**src/rtl/mtm_riscv_soc_pkg.sv**
```systemverilog
// Shared types and constants for the SoC data bus endpoints.
package mtm_riscv_soc_pkg;

  // Transaction phases of the data bus responder.
  typedef enum logic [1:0] {
    IDLE   = 2'd0,
    ACCESS = 2'd1,
    RESP   = 2'd2
  } data_bus_responder_state_t;

  // Read data returned with any error response.
  localparam logic [31:0] DATA_BUS_ERR_RDATA = 32'h0;

endpackage : mtm_riscv_soc_pkg

```
**src/rtl/bus_timeout_counter.sv**
```systemverilog
// Saturating cycle counter that flags when TIMEOUT_CYCLES enabled cycles
// have elapsed since the last clear.
module bus_timeout_counter #(
  parameter int unsigned TIMEOUT_CYCLES = 255
) (
  input  logic clk,
  input  logic rst_n,
  input  logic clear,
  input  logic enable,
  output logic expired
);

  localparam int unsigned CNT_W = $clog2(TIMEOUT_CYCLES + 1);
  localparam logic [CNT_W-1:0] LIMIT = CNT_W'(TIMEOUT_CYCLES);

  logic [CNT_W-1:0] cnt_q, cnt_d;

  assign expired = (cnt_q == LIMIT);

  // Next count: clear wins, otherwise count up and hold at the limit.
  always_comb begin
    cnt_d = cnt_q;
    if (clear) begin
      cnt_d = '0;
    end else if (enable && !expired) begin
      cnt_d = cnt_q + 1'b1;
    end
  end

  // Count register.
  always_ff @(posedge clk or negedge rst_n) begin
    if (!rst_n) begin
      cnt_q <= '0;
    end else begin
      cnt_q <= cnt_d;
    end
  end

endmodule : bus_timeout_counter

```
**src/rtl/data_bus_responder.sv**
```systemverilog
// Slave endpoint of the core data bus: turns one req/gnt/rvalid transaction
// into one req/ack register access with any number of wait states.
// Misaligned accesses are answered with an error without touching the
// register port. Defining DATA_BUS_RESPONDER_TIMEOUT_EN adds an ACCESS
// watchdog that forces an error response after TIMEOUT_CYCLES cycles.
module data_bus_responder
  import mtm_riscv_soc_pkg::*;
#(
  parameter int unsigned OFFSET_WIDTH   = 12,
  parameter int unsigned TIMEOUT_CYCLES = 255
) (
  input  logic                    clk,
  input  logic                    rst_n,
  input  logic                    data_bus_req,
  input  logic                    data_bus_we,
  input  logic [3:0]              data_bus_be,
  input  logic [31:0]             data_bus_addr,
  input  logic [31:0]             data_bus_wdata,
  output logic                    data_bus_gnt,
  output logic                    data_bus_rvalid,
  output logic [31:0]             data_bus_rdata,
  output logic                    data_bus_err,
  output logic                    reg_req,
  output logic                    reg_we,
  output logic [3:0]              reg_be,
  output logic [OFFSET_WIDTH-1:0] reg_offset,
  output logic [31:0]             reg_wdata,
  input  logic                    reg_ack,
  input  logic [31:0]             reg_rdata,
  input  logic                    reg_err
);

  data_bus_responder_state_t state_q, state_d;
  logic                    we_q, we_d;
  logic [3:0]              be_q, be_d;
  logic [OFFSET_WIDTH-1:0] offset_q, offset_d;
  logic [31:0]             wdata_q, wdata_d;
  logic [31:0]             rdata_q, rdata_d;
  logic                    err_q, err_d;
  logic                    expired;
  logic                    misaligned;

  assign misaligned = (data_bus_addr[1:0] != 2'b00);

  // Upper address bits are consumed by the decoder in front of this block.
  logic unused_addr_bits;
  assign unused_addr_bits = ^data_bus_addr[31:OFFSET_WIDTH];

`ifdef DATA_BUS_RESPONDER_TIMEOUT_EN
  bus_timeout_counter #(
    .TIMEOUT_CYCLES (TIMEOUT_CYCLES)
  ) u_timeout (
    .clk     (clk),
    .rst_n   (rst_n),
    .clear   (state_q != ACCESS),
    .enable  (state_q == ACCESS),
    .expired (expired)
  );
`else
  assign expired = 1'b0;
  logic unused_timeout_cycles;
  assign unused_timeout_cycles = (TIMEOUT_CYCLES != 0);
`endif

  // Next-state, capture and handshake logic for the three transaction phases.
  always_comb begin
    // NOTE: every signal gets a default first so no path leaves it unassigned,
    // which would otherwise infer a latch.
    state_d      = state_q;
    we_d         = we_q;
    be_d         = be_q;
    offset_d     = offset_q;
    wdata_d      = wdata_q;
    rdata_d      = rdata_q;
    err_d        = err_q;
    data_bus_gnt = 1'b0;
    reg_req      = 1'b0;

    unique case (state_q)
      IDLE: begin
        data_bus_gnt = data_bus_req;
        if (data_bus_req) begin
          we_d     = data_bus_we;
          be_d     = data_bus_be;
          offset_d = data_bus_addr[OFFSET_WIDTH-1:0];
          wdata_d  = data_bus_wdata;
          if (misaligned) begin
            rdata_d = DATA_BUS_ERR_RDATA;
            err_d   = 1'b1;
            state_d = RESP;
          end else begin
            state_d = ACCESS;
          end
        end
      end
      ACCESS: begin
        // Once the watchdog fires the peripheral is released, but an ack
        // arriving in that same cycle still delivers its data.
        reg_req = !expired;
        if (reg_ack) begin
          rdata_d = we_q ? 32'h0 : reg_rdata;
          err_d   = reg_err;
          state_d = RESP;
        end else if (expired) begin
          rdata_d = DATA_BUS_ERR_RDATA;
          err_d   = 1'b1;
          state_d = RESP;
        end
      end
      RESP: begin
        state_d = IDLE;
      end
      default: begin
        state_d = IDLE;
      end
    endcase
  end

  // State and capture registers.
  always_ff @(posedge clk or negedge rst_n) begin
    if (!rst_n) begin
      state_q  <= IDLE;
      we_q     <= 1'b0;
      be_q     <= '0;
      offset_q <= '0;
      wdata_q  <= '0;
      rdata_q  <= '0;
      err_q    <= 1'b0;
    end else begin
      // NOTE: non-blocking assignments so every register samples the
      // pre-edge value of the others, independent of statement order.
      state_q  <= state_d;
      we_q     <= we_d;
      be_q     <= be_d;
      offset_q <= offset_d;
      wdata_q  <= wdata_d;
      rdata_q  <= rdata_d;
      err_q    <= err_d;
    end
  end

  assign reg_we          = we_q;
  assign reg_be          = be_q;
  assign reg_offset      = offset_q;
  assign reg_wdata       = wdata_q;
  assign data_bus_rvalid = (state_q == RESP);
  assign data_bus_rdata  = data_bus_rvalid ? rdata_q : 32'h0;
  assign data_bus_err    = data_bus_rvalid & err_q;

endmodule : data_bus_responder

```
**config.mk**
```make
export PLATFORM = sky130hd
export DESIGN_NAME = data_bus_responder
export DESIGN_NICKNAME = d
export VERILOG_FILES = /design/src/rtl/mtm_riscv_soc_pkg.sv /design/src/rtl/bus_timeout_counter.sv /design/src/rtl/data_bus_responder.sv
export SDC_FILE = /design/constraint.sdc
export NUM_CORES = 1
export LEC_CHECK = 0
export ABC_CLOCK_PERIOD_IN_PS = 2100
export CORE_MARGIN = 5
export CORE_UTILIZATION = 40
export DETAILED_ROUTE_END_ITERATION = 16
export HOLD_SLACK_MARGIN = 0.1
export PLACE_DENSITY = 0.81
export SETUP_SLACK_MARGIN = 0.3
export SYNTH_ARGS = -nofsm -noshare
export SYNTH_HDL_FRONTEND = slang
export SYNTH_HIERARCHICAL = 1
export SYNTH_SLANG_ARGS = --single-unit
```
**constraint.sdc**
```tcl
create_clock -name clk -period 2.1 [get_ports clk]
set_clock_uncertainty 0.1 [all_clocks]
set_input_delay 0.42 -clock clk [delete_from_list [all_inputs] [get_ports clk]]
set_output_delay 0.42 -clock clk [all_outputs]
set_load 0.01 [all_outputs]
```
==> insert_results.sql <==
INSERT INTO impl_metrics (metric_group, metric, value, unit) VALUES
('yosys', 'synthesis.area_per_instance', '15.6', 'um2'),
('floorplanning', 'die_ar', '0.0112', 'mm2'),
('detailed_routing', 'route.top_layer_used', 'met4', ''),
('grt', 'grt_pass1_vias', '2986', ''),
('placed_design', 'total_of_buffers_placed_on_input_and_output_ports', '170', ''),
('detailed_routing', 'via_count', '2718', ''),
('grt', 'grt_start_max_net_pins', '42', ''),
('job', 'max_cap_violations', '0', ''),
('placed_design', 'globalplace.congestion', '0.769', ''),
('timing', 'timing.slew.headroom', '71.3', '%'),
('yosys', 'synth_top_area_cell', 'dfrtp_1', ''),
('yosys', 'syn_area', '0.00366', 'mm2'),
('pwr', 'leakage', '3.12', 'nW'),
('yosys', 'ys_seq_area_share', '57.5', '%'),
('timing', 'final_min_period_over_clock_period', '96.5', '%'),
('grt', 'global_route_usage_over_all_layers', '18.3', '%'),
('critical_path', 'crit_fanout', '17', ''),
('timing', 'finalHoldViolCount', '0', ''),
('clocking', 'max-clock-path-buffers', '2', ''),
('placed_design', 'postPlaceCellArea', '0.00548', 'mm2'),
('grt', 'globalRouteOverflowTotal', '0', ''),
('floorplanning', 'fp.dieW', '106', 'um'),
('floorplanning', 'die_height', '106', 'um'),
('yosys', 'synth-async-reset-ratio', '100', '%'),
('critical_path', 'worst-endpoint-arrival', '1.51', 'ns'),
('clocking', 'clk_pin_slew_worst_paths', '0.08', 'ns'),
('critical_path', 'criticalPathCategory', 'flop to primary output', ''),
('cells_and_area', 'area_growth', '67.5', '%'),
('yosys', 'synth_fp_nets', '340', ''),
('timing', 'min_cycle_time_layout', '2.03', 'ns'),
('critical_path', 'critPathSlowestCell', 'dfrtp_1', ''),
('critical_path', 'critPathLaunchType', 'flop', ''),
('floorplanning', 'placementRows', '34', ''),
('cells_and_area', 'drive_gt1_share', '34.3', '%'),
('clocking', 'clock_latency', '0.33', 'ns'),
('placed_design', 'place.detailed.hpwl', '6840', 'um'),
('yosys', 'ys.warnings.count', '6', ''),
('clocking', 'clock-sinks', '84', ''),
('grt', 'antenna_violations_before_repair', '0', ''),
('yosys', 'synth_ff_type', 'dfrtp_1', ''),
('yosys', 'synth.ff_latch_count', '84', ''),
('detailed_routing', 'initialDrtViolationCount', '68', ''),
('timing', 'maxClockFrequency', '494', 'MHz'),
('floorplanning', 'start_util', '41.5', '%'),
('detailed_routing', 'routedWlPerCell', '19.3', 'um'),
('pwr', 'total_power', '4.75', 'mW'),
('min_path', 'hp_class', 'flop to flop', ''),
('yosys', 'syn-instance-count', '234', ''),
('clocking', 'htree_levels', '3', ''),
('critical_path', 'timing.critical_path.cells', 'and2b_4 -> buf_6 -> buf_16 -> and2_1 -> buf_2', ''),
('detailed_routing', 'detailroute.wirelength.met3', '842', 'um'),
('critical_path', 'worst-path-buf-inv', '3', ''),
('critical_path', 'required', '1.58', 'ns'),
('detailed_routing', 'wl_met1', '4190', 'um'),
('timing', 'max_slew.worst_pin.slew', '0.430', 'ns'),
('detailed_routing', 'detail_route.first_pass.iterations', '4', ''),
('yosys', 'synth_cell_types', '22', ''),
('yosys', 'synth_top_cell_area_share', '57.5', '%'),
('floorplanning', 'design.portCount', '191', ''),
('pwr', 'power_per_cell_area', '775', 'mW/mm2'),
('clocking', 'clock_tree.root_cell', 'clkbuf_8', ''),
('critical_path', 'cpPeakStageDelay', '0.38', 'ns'),
('detailed_routing', 'route.met2.wl', '5380', 'um'),
('detailed_routing', 'route.antenna.remaining_nets', '0', ''),
('pwr', 'ir_drop', '423', 'uV'),
('detailed_routing', 'detail_route.drc_violations', '0', ''),
('cells_and_area', 'design_area', '0.00613', 'mm2'),
('yosys', 'synth_area_leaders', 'dfrtp_1 57%, mux2_4 20%, a32o_1 8.8%, and2_1 5.6%, buf_12 2.7%', ''),
('cells_and_area', 'layoutNonFillerInstCount', '545', ''),
('timing', 'number_of_max_slew_violations_in_the_final_report', '0', ''),
('outcome', 'outcome', 'complete, no violations', '');
[registers in the layout (all words and copies together) (netlist names)]
name	flops
reg_we	1
reg_be	4
rdata_q	32
reg_offset	12
err_q	1
state_q	2
reg_wdata	32
[layer usage]
metal | GRT usage [%] | up-vias
li1 | - | 1247
met1 | 22.4 | 1337
met2 | 31.0 | 127
met3 | 5.81 | 7
met4 | 5.09 | 0
met5 | 0 | -
[per-stage QoR]
step	util (%)	hold WS (ns)	setup WS [ns]	TNS, ns
floorplan	-	0.0244	0.500	0
global placement	62.2	0.285	-0.201	-3.52
detailed placement	62.2	0.287	-0.202	-4.19
CTS	67.1	0.418	0.0543	0
global route	69.6	0.426	0.0119	0
finish	69.6	0.407	0.0742	0
[worst reg2reg max path: stages, from the launching register on]
cell and delay, ns:
dfrtp_1 0.38, buf_4 0.13, buf_6 0.12, nor2b_4 0.10
nor2b_4 0.19, buf_6 0.14, buf_8 0.11, buf_6 0.13
buf_16 0.12, mux2_4 0.30
[cells in the mapped netlist (2+ instances only)]
master	instances
clkbuf_1	2
a32o_1	32
and2_1	33
nor2b_1	2
buf_4	3
nor2_1	4
mux2_4	49
buf_2	7
buf_12	5
dfrtp_1	84
a21oi_1	2
[placed cells by master, fill, tap and decap left out, types with 2 or more instances in the layout]
master	n
mux2_4	49
clkdlybuf4s50_1	88
and2_4	10
a32o_1	32
buf_6	18
dlymetal6s2s_1	36
buf_2	23
clkbuf_8	9
dfrtp_1	84
buf_16	8
clkbuf_1	3
buf_4	8
dlygate4sd2_1	9
a21oi_1	2
clkbuf_16	2
and2_1	23
clkinvlp_4	2
nor2b_4	3
nor2_1	4
buf_8	3
buf_12	8
[logic make-up after synthesis]
family          after synthesis  share of synthesized area [%]
mux                          49                           20.1
buf+inv                      19                           4.93
simple gates                 46                           8.01
compound gates               36                           9.48
flops                        84                           57.5
[power breakdown]
| group | internal [mW] | leakage (nW) | switching (mW) |
|---|---|---|---|
| Clock | 0.550 | 0.0866 | 0.540 |
| Combinational | 1.05 | 1.99 | 0.572 |
| Sequential | 1.88 | 1.05 | 0.150 |
| Total | 3.49 | 3.12 | 1.26 |
[timing repair]
item | in CTS | in global routing
cloned | 7 | 3
hold endpoints to repair | 31 | 0
hold buffers | 1 | 0
resized for setup | 190 | 47
pin swaps | 0 | 8
buffers inserted | 10 | 2
setup endpoints to repair | 83 | 121
[cell type report]
class / count / area [um2]
well taps: 108 / 135
clock inverters: 4 / 50.0
multi-input cells: 131 / 1420
clock buffers: 12 / 135
inverters: 1 / 3.75
flip-flops and latches: 84 / 2100
repair buffers: 205 / 2280
fillers: 613 / 2680
[worst paths after layout]
path | cells past startpoint | from | slack (ns) | to
max | 5 | state_q[0] | 0.07 | data_bus_rdata[21]
min reg2reg | 1 | reg_wdata[14] | 0.41 | reg_wdata[14]
max reg2reg | 9 | state_q[0] | 0.18 | reg_wdata[25]
min | 1 | reg_wdata[14] | 0.41 | reg_wdata[14]
min in group asynchronous | 2 | rst_n | 0.47 | rdata_q[3]
max in group asynchronous | 3 | rst_n | 0.85 | rdata_q[8]
No activity file was read; power rests on OpenSTA's default activity.
